`src/rtl/cpu_io_pkg.sv`:
```
// Shared definitions for the CPU I/O block: port numbers, io_sel encodings,
// the NMI FSM state type and a port decode helper.
package cpu_io_pkg;

    // I/O port numbers (CRTC and PSG occupy an aligned pair each)
    localparam logic [7:0] PORT_FF   = 8'hFF;
    localparam logic [7:0] PORT_CRTC = 8'hFA;
    localparam logic [7:0] PORT_PSG  = 8'hF8;

    // io_sel encodings
    localparam logic [1:0] SEL_FF   = 2'd0;
    localparam logic [1:0] SEL_CRTC = 2'd1;
    localparam logic [1:0] SEL_PSG  = 2'd2;
    localparam logic [1:0] SEL_NONE = 2'd3;

    // NMI FSM state type and encodings
    typedef logic [1:0] nmi_state_t;
    localparam nmi_state_t NMI_IDLE    = 2'd0;
    localparam nmi_state_t NMI_PULSE   = 2'd1;
    localparam nmi_state_t NMI_WAITREL = 2'd2;

    // Map a port number to its io_sel code; pairs decode on a[7:1].
    function automatic logic [1:0] decode_sel(input logic [7:0] port);
        logic [1:0] sel;
        sel = SEL_NONE;
        if (port == PORT_FF) begin
            sel = SEL_FF;
        end else if (port[7:1] == PORT_CRTC[7:1]) begin
            sel = SEL_CRTC;
        end else if (port[7:1] == PORT_PSG[7:1]) begin
            sel = SEL_PSG;
        end
        return sel;
    endfunction

endpackage

```
`src/rtl/io_debounce.sv`:
```
// Two-flop synchroniser followed by a level debouncer.
// Ports:
//   clock    - system clock
//   reset    - synchronous active-high reset
//   btn_i    - asynchronous button input
//   level_o  - debounced level; changes only after DEBOUNCE_CYCLES
//              consecutive clocks at the new synchronised level
module io_debounce #(
    parameter int unsigned DEBOUNCE_CYCLES = 50000
) (
    input  logic clock,
    input  logic reset,
    input  logic btn_i,
    output logic level_o
);

    localparam int unsigned CntW = (DEBOUNCE_CYCLES > 1) ? $clog2(DEBOUNCE_CYCLES) : 1;

    logic [1:0]      sync_q, sync_d;
    logic [CntW-1:0] cnt_q, cnt_d;
    logic            level_q, level_d;

    always_comb begin
        sync_d  = {sync_q[0], btn_i};
        cnt_d   = cnt_q;
        level_d = level_q;
        if (sync_q[1] == level_q) begin
            // Any return to the current level restarts the count
            cnt_d = '0;
        end else if (cnt_q == CntW'(DEBOUNCE_CYCLES - 1)) begin
            level_d = sync_q[1];
            cnt_d   = '0;
        end else begin
            cnt_d = cnt_q + CntW'(1);
        end
    end

    always_ff @(posedge clock) begin
        if (reset) begin
            sync_q  <= '0;
            cnt_q   <= '0;
            level_q <= 1'b0;
        end else begin
            sync_q  <= sync_d;
            cnt_q   <= cnt_d;
            level_q <= level_d;
        end
    end

    assign level_o = level_q;

endmodule

```
`src/rtl/cpu_io.sv`:
```
// CPU I/O port block: bus-cycle strobe generation, port decode, port 0xFF
// latch, read-data mux and a debounced NMI pulse generator.
// Ports:
//   clock, reset       - system clock, synchronous active-high reset
//   cep                - CPU clock enable; bus sampled only when high
//   iorq, rd, wr       - active-low CPU I/O request and strobes
//   a, d               - port number and write data
//   q                  - combinational read data
//   crtc_q, psg_q      - peripheral read data
//   cas_in             - cassette input, returned in bit 0 of port 0xFF
//   nmi_btn            - asynchronous NMI button, active-high
//   port_ff            - latched port 0xFF output
//   io_we, io_re       - one-clock write/read strobes
//   io_sel, io_a0      - decoded port and a[0], held between strobes
//   nmi                - active-low NMI to the CPU
module cpu_io
    import cpu_io_pkg::*;
#(
    parameter int unsigned DEBOUNCE_CYCLES = 50000,
    parameter int unsigned NMI_TICKS       = 32
) (
    input  logic       clock,
    input  logic       reset,
    input  logic       cep,
    input  logic       iorq,
    input  logic       rd,
    input  logic       wr,
    input  logic [7:0] a,
    input  logic [7:0] d,
    output logic [7:0] q,
    input  logic [7:0] crtc_q,
    input  logic [7:0] psg_q,
    input  logic       cas_in,
    input  logic       nmi_btn,
    output logic [7:0] port_ff,
    output logic       io_we,
    output logic       io_re,
    output logic [1:0] io_sel,
    output logic       io_a0,
    output logic       nmi
);

    localparam int unsigned TickW = (NMI_TICKS > 1) ? $clog2(NMI_TICKS) : 1;

    // ---------------- I/O strobes ----------------
    logic       cyc_act, is_wr, fire;
    logic       armed_q, armed_d;
    logic       io_we_q, io_we_d, io_re_q, io_re_d;
    logic [1:0] sel_q, sel_d;
    logic       a0_q, a0_d;
    logic [7:0] port_ff_q, port_ff_d;

    assign cyc_act = ~iorq & (~wr | ~rd);
    // Write wins when both strobes are low
    assign is_wr   = ~iorq & ~wr;
    assign fire    = cep & cyc_act & armed_q;

    always_comb begin
        armed_d   = armed_q;
        // The arm is only set by a cep sample with the cycle inactive, so a
        // held cycle, or one in flight across reset, never strobes twice.
        if (cep) begin
            armed_d = ~cyc_act;
        end
        io_we_d   = fire & is_wr;
        io_re_d   = fire & ~is_wr;
        sel_d     = fire ? decode_sel(a) : sel_q;
        a0_d      = fire ? a[0] : a0_q;
        port_ff_d = (fire && is_wr && a == PORT_FF) ? d : port_ff_q;
    end

    always_ff @(posedge clock) begin
        if (reset) begin
            armed_q   <= 1'b0;
            io_we_q   <= 1'b0;
            io_re_q   <= 1'b0;
            sel_q     <= SEL_NONE;
            a0_q      <= 1'b0;
            port_ff_q <= 8'h00;
        end else begin
            armed_q   <= armed_d;
            io_we_q   <= io_we_d;
            io_re_q   <= io_re_d;
            sel_q     <= sel_d;
            a0_q      <= a0_d;
            port_ff_q <= port_ff_d;
        end
    end

    // ---------------- Read mux ----------------
    always_comb begin
        q = 8'hFF;
        case (decode_sel(a))
            SEL_FF:   q = {port_ff_q[7:1], cas_in};
            SEL_CRTC: q = crtc_q;
            SEL_PSG:  q = psg_q;
            default:  q = 8'hFF;
        endcase
    end

    // ---------------- NMI ----------------
    logic             nmi_level;
    logic             level_prev_q;
    nmi_state_t       state_q, state_d;
    logic [TickW-1:0] tick_q, tick_d;
    logic             nmi_q, nmi_d;

    io_debounce #(
        .DEBOUNCE_CYCLES(DEBOUNCE_CYCLES)
    ) u_debounce (
        .clock  (clock),
        .reset  (reset),
        .btn_i  (nmi_btn),
        .level_o(nmi_level)
    );

    always_comb begin
        state_d = state_q;
        tick_d  = tick_q;
        nmi_d   = nmi_q;
        case (state_q)
            NMI_IDLE: begin
                if (nmi_level && !level_prev_q) begin
                    state_d = NMI_PULSE;
                    tick_d  = '0;
                    nmi_d   = 1'b0;
                end
            end
            NMI_PULSE: begin
                if (cep) begin
                    if (tick_q == TickW'(NMI_TICKS - 1)) begin
                        state_d = NMI_WAITREL;
                        tick_d  = '0;
                        nmi_d   = 1'b1;
                    end else begin
                        tick_d = tick_q + TickW'(1);
                    end
                end
            end
            NMI_WAITREL: begin
                if (!nmi_level) begin
                    state_d = NMI_IDLE;
                end
            end
            default: begin
                state_d = NMI_IDLE;
                tick_d  = '0;
                nmi_d   = 1'b1;
            end
        endcase
    end

    always_ff @(posedge clock) begin
        if (reset) begin
            state_q      <= NMI_IDLE;
            tick_q       <= '0;
            nmi_q        <= 1'b1;
            level_prev_q <= 1'b0;
        end else begin
            state_q      <= state_d;
            tick_q       <= tick_d;
            nmi_q        <= nmi_d;
            level_prev_q <= nmi_level;
        end
    end

    assign port_ff = port_ff_q;
    assign io_we   = io_we_q;
    assign io_re   = io_re_q;
    assign io_sel  = sel_q;
    assign io_a0   = a0_q;
    assign nmi     = nmi_q;

endmodule

```
`config.mk`:
```
export PLATFORM = sky130hd
export DESIGN_NAME = cpu_io
export DESIGN_NICKNAME = d
export VERILOG_FILES = /design/src/rtl/cpu_io_pkg.sv /design/src/rtl/io_debounce.sv /design/src/rtl/cpu_io.sv
export SDC_FILE = /design/constraint.sdc
export NUM_CORES = 1
export LEC_CHECK = 0
export ABC_AREA = 1
export CORE_ASPECT_RATIO = 0.5
export CORE_MARGIN = 2
export CORE_UTILIZATION = 63
export DETAILED_ROUTE_END_ITERATION = 16
export DONT_BUFFER_PORTS = 1
export PLACE_DENSITY = 0.89
export RECOVER_POWER = 50
export SKIP_CTS_REPAIR_TIMING = 1
export SYNTH_ARGS = -nofsm -noshare
export SYNTH_HDL_FRONTEND = slang
export SYNTH_SLANG_ARGS = --single-unit
```
`constraint.sdc`:
```
create_clock -name clock -period 1.9 [get_ports clock]
set_clock_uncertainty 0.2 [all_clocks]
set_input_delay 0.38 -clock clock [delete_from_list [all_inputs] [get_ports clock]]
set_output_delay 0.38 -clock clock [all_outputs]
set_load 0.1 [all_outputs]
```
==> flow_results.org <==
** Global routing
- Wire length of the first global-routing pass :: 7.09 mm
- Remaining global-route overflow :: 0
- Total GRT Usage :: 22.8%
- The via count of the first global-routing pass was 1769.
- The initial antenna violation count is 0.
- For this run, global-route usage on met3 was measured as 9.32%.
- The layer flagged by global routing as most heavily used is met2.
- Global routing consumed, on the met2 layer, 42.0% of the routing resources.
- Entering global routing, the biggest net connects 19 pins.
- For this run, global-route usage on met1 was measured as 24.3%.

** Floorplanning
- The core region is 3430 µm².
- Horizontal extent of the die :: 88.6 µm
- The floorplan has 15 rows.
- In this run the count of I/O pins placed on the die edge is 62.
- The floorplan step defined a die boundary enclosing 4100 µm².
- In this run the vertical extent of the chip is 46.3 µm.
- For this configuration, the core starts out at a cell density of 65.6%.

** Critical path
- Worst r2r path cells :: 8
- Worst setup startpoint :: a[6]
- The worst register-to-register path ends at nmi.
- STA classifies the critical path endpoint as an output pin.
- CP Depth :: 7
- STA classifies the critical path startpoint as an input port.
- Among all stages on the critical path, the largest delay is contributed by sky130_fd_sc_hd__nand2_4.
- In this design, the stage delay of the slowest critical-path cell is 0.26 ns.
- Of all nets on the critical path, the largest fanout is 9.
- Worst setup path category :: input port to output pin
- Data on the critical path arrives at its endpoint at 1.26 ns.
- Worst R2R Start :: tick_q[0]
- Endpoint of the most critical setup path :: q[3]
- By instance count, the cell type seen most on the critical path is sky130_fd_sc_hd__nor2_1.
- Cell-by-cell trace of the critical path :: nand2_1 > nor2_1 > nand2_2 > inv_4 > a21oi_4 > nor2_1 > nand2_4
- Worst Path Required :: 1.32 ns
- Total buffers and inverters traversed by the critical path :: 1
- Slack of the worst reg-to-reg path :: 0.17 ns
- Cell class contributing the biggest share of worst-path delay :: simple AND/OR/NAND/NOR gates

** Clock network
- Number of sinks on the clock net :: 42
- The later pin in the worst-skew pair is clocked with a latency of 0.30 ns.
- TritonCTS built the clock tree.
- The cell sitting at the root of the clock tree is a sky130_fd_sc_hd__clkbuf_8.
- CTS built an H-tree with a depth of 2.
- In this run, CTS created clock tree buffers numbering 5.
- Clock-pin slew was measured on the worst setup and hold paths at 0.08 ns.
- Largest buffer count on any clock path :: 2

** Drt
- Average vias per placed instance :: 5.23
- Before antenna repair, the detailed router went through 5 iterations.
- Initial detailed-routing violation count :: 101
- The detail route stage leaves a number of antenna-violating nets equal to 0.
- Routed length per placed instance :: 12.3 µm
- Summed over all layers, the routed wires come to 5.18 mm.
- Vias :: 2209
- For this run, design rule violations remaining after detail routing come to 0.

** Power and ir drop
- Dividing total power by cell area gives a power density of 657 nW/µm².
- For this design the static power due to leakage is 1.10 nW.
- The design draws 1.72 mW.
- VDD IR max :: 0.490 mV

** Synthesis
- Warnings from Yosys :: 0
- After synthesis, the largest area contributor takes up 37.3% of total cell area.
- By area the synthesized netlist is led by sky130_fd_sc_hd__dfxtp_1 (37%), sky130_fd_sc_hd__nand2_1 (15%), sky130_fd_sc_hd__nor2_1 (11%).
- Mapped Avg Cell Area :: 6.52 µm²
- When the netlist entered floorplanning its net count stood at 389.
- Post-synthesis sequential area ratio :: 37.3%
- The biggest area contributor in the post-synthesis netlist is sky130_fd_sc_hd__dfxtp_1.
- Number of synthesized register bits :: 42
- Counting every instance in the synthesized netlist gives 346.
- Post-synth cell types :: 27
- After synthesis the cells add up to 2250 µm².

** Timing
- The number of max-slew violations in the final report is 0.
- Transition at the pin with the smallest max-transition slack :: 0.579 ns
- Setup violations remaining at the end of the flow were counted as 0.
- Based on the critical path, the design can be clocked at up to 544 MHz.
- The number of hold violations in the final report was 1.
- After layout, the minimum clock period comes to 1.84 ns.
- In this run the tightest slew margin relative to its limit is 61.4%.
- Hold timing on the final database bottoms out at a slack of -0.0111 ns.
- In the finished design, the share of the clock period the worst path needs comes to 96.7%.

** Placed design
- The count of buffers added on input and output ports is 0.
- Routability cong. :: 0.853
- Estimated wirelength of the detail-placed design :: 3.61 mm

** Cells and area
- In the final layout, the share of cells above drive strength 1 is 17.3%.
- The area growth from synthesis to layout is 16.3%.
- # nets final :: 413
- Fill cells in the final layout number 252.
- Diode insertion count for antenna repair :: 0

** Status
- Result of the run :: complete, but fails checks
- Violations in the final reports :: hold timing

** Hold path
- The worst hold path was traced through 2 stages.
- The min-delay analysis places its worst path in the category input port to flip-flop.

** Job
- MaxCap Viol Count :: 0
-- how the worst min path moves through the flow --
stage | start | to | slack [ns]
2_1_floorplan | u_debounce.sync_q[0] | u_debounce.sync_q[1] | 0.19
3_3_place_gp | u_debounce.sync_q[0] | u_debounce.sync_q[1] | 0.20
3_5_place_dp | u_debounce.sync_q[0] | u_debounce.sync_q[1] | 0.20
4_1_cts | reset | u_debounce.sync_q[0] | -0.07
5_1_grt | reset | io_sel[1] | 0.01
6_report | reset | io_sel[1] | -0.01
-- where the power goes --
| part | switching [mW] | total [mW] | internal, mW | leakage [nW] |
|---|---|---|---|---|
| Clock | 0.298 | 0.591 | 0.293 | 0.0482 |
| Combinational | 0.154 | 0.216 | 0.0620 | 0.711 |
| Sequential | 0.0175 | 0.917 | 0.899 | 0.344 |
| Total | 0.469 | 1.72 | 1.25 | 1.10 |
-- cells by family (layout without fill, tap and decap cells) --
logic type,count (synthesis),after routing,share of synthesized area [%]
compound gates,27,27,6.60
xor+xnor,8,8,3.11
fa+ha+maj,3,3,1.66
flops,42,42,37.3
simple gates,212,214,41.5
buf+inv,54,77,9.88
-- metal layers --
| metal | vias up | routed length (µm) | share of wire (%) |
|---|---|---|---|
| met5 | - | 0 | 0 |
| met4 | 0 | 38 | 0.73 |
| met3 | 8 | 498 | 9.6 |
| met2 | 96 | 2560 | 49 |
| met1 | 970 | 2080 | 40 |
| li1 | 1135 | - | - |
-- metrics by stage --
stage               utilization, %  instances  worst slack [ns]  area, µm²  setup TNS, ns
floorplan                        -        346            0.0341       2320              0
global placement              72.0        408          -0.00437       2470        -0.0168
detailed placement            72.0        408           -0.0641       2470         -0.390
CTS                           74.7        416           -0.0578       2560         -0.333
global route                  76.4        422         -0.000261       2620      -0.000261
finish                        76.4        422            0.0627       2620              0
-- Yosys cell counts --
| master | count |
|---|---|
| sky130_fd_sc_hd__nor2_4 | 4 |
| sky130_fd_sc_hd__dfxtp_1 | 42 |
| sky130_fd_sc_hd__inv_1 | 46 |
| sky130_fd_sc_hd__nand4_2 | 1 |
| sky130_fd_sc_hd__o21bai_1 | 1 |
| sky130_fd_sc_hd__xnor2_1 | 2 |
| sky130_fd_sc_hd__nand3_1 | 20 |
| sky130_fd_sc_hd__nand2_1 | 90 |
| sky130_fd_sc_hd__nand3b_1 | 1 |
| sky130_fd_sc_hd__buf_4 | 1 |
| sky130_fd_sc_hd__ha_1 | 3 |
| sky130_fd_sc_hd__nand2_4 | 1 |
| sky130_fd_sc_hd__buf_2 | 1 |
| sky130_fd_sc_hd__xor2_1 | 6 |
| sky130_fd_sc_hd__clkbuf_1 | 1 |
| sky130_fd_sc_hd__a21oi_1 | 15 |
| sky130_fd_sc_hd__clkinv_1 | 2 |
| sky130_fd_sc_hd__and3_1 | 9 |
| sky130_fd_sc_hd__o21ai_0 | 10 |
| sky130_fd_sc_hd__nor2_2 | 1 |
| sky130_fd_sc_hd__nand2_2 | 2 |
| sky130_fd_sc_hd__nand4_1 | 13 |
| sky130_fd_sc_hd__nor2_1 | 69 |
| sky130_fd_sc_hd__buf_1 | 1 |
| sky130_fd_sc_hd__a21oi_4 | 1 |
| sky130_fd_sc_hd__buf_6 | 2 |
| sky130_fd_sc_hd__nor3_1 | 1 |
-- cells in the final DEF, fill, tap and decap left out, types with 2 or more instances in the layout --
| cell | synthesis | final |
|---|---|---|
| sky130_fd_sc_hd__clkbuf_8 | 0 | 6 |
| sky130_fd_sc_hd__nor2_1 | 69 | 64 |
| sky130_fd_sc_hd__dfxtp_1 | 42 | 33 |
| sky130_fd_sc_hd__nand2_4 | 1 | 9 |
| sky130_fd_sc_hd__nand3_1 | 20 | 19 |
| sky130_fd_sc_hd__and3_1 | 9 | 8 |
| sky130_fd_sc_hd__xor2_1 | 6 | 6 |
| sky130_fd_sc_hd__nand4_1 | 13 | 14 |
| sky130_fd_sc_hd__nand2_2 | 2 | 3 |
| sky130_fd_sc_hd__a21oi_1 | 15 | 15 |
| sky130_fd_sc_hd__xnor2_1 | 2 | 2 |
| sky130_fd_sc_hd__dlygate4sd3_1 | 0 | 2 |
| sky130_fd_sc_hd__buf_4 | 1 | 5 |
| sky130_fd_sc_hd__ha_1 | 3 | 2 |
| sky130_fd_sc_hd__nand2_1 | 90 | 81 |
| sky130_fd_sc_hd__nor2_2 | 1 | 8 |
| sky130_fd_sc_hd__dfxtp_2 | 0 | 8 |
| sky130_fd_sc_hd__o21ai_0 | 10 | 10 |
| sky130_fd_sc_hd__clkbuf_2 | 0 | 14 |
| sky130_fd_sc_hd__inv_1 | 46 | 46 |
| sky130_fd_sc_hd__nor2_4 | 4 | 4 |
-- cell type report --
cell class / instances / area (µm²) / area share [%]
inverter: 48 / 183 / 6.97
tap: 51 / 63.8 / 2.43
clock buffer: 7 / 86.3 / 3.29
multi-input combinational: 252 / 1300 / 49.7
sequential: 42 / 855 / 32.6
timing repair buffer: 21 / 128 / 4.87
clock inverter: 1 / 5.00 / 0.191
-- flip-flops by register name, indices dropped and copies added (netlist names), 2 cells and up --
signal             cells
io_sel                 2
port_ff                8
state_q                2
u_debounce.cnt_q      16
u_debounce.sync_q      2
tick_q                 5
Note: power is estimated with default switching activity, not from simulation.
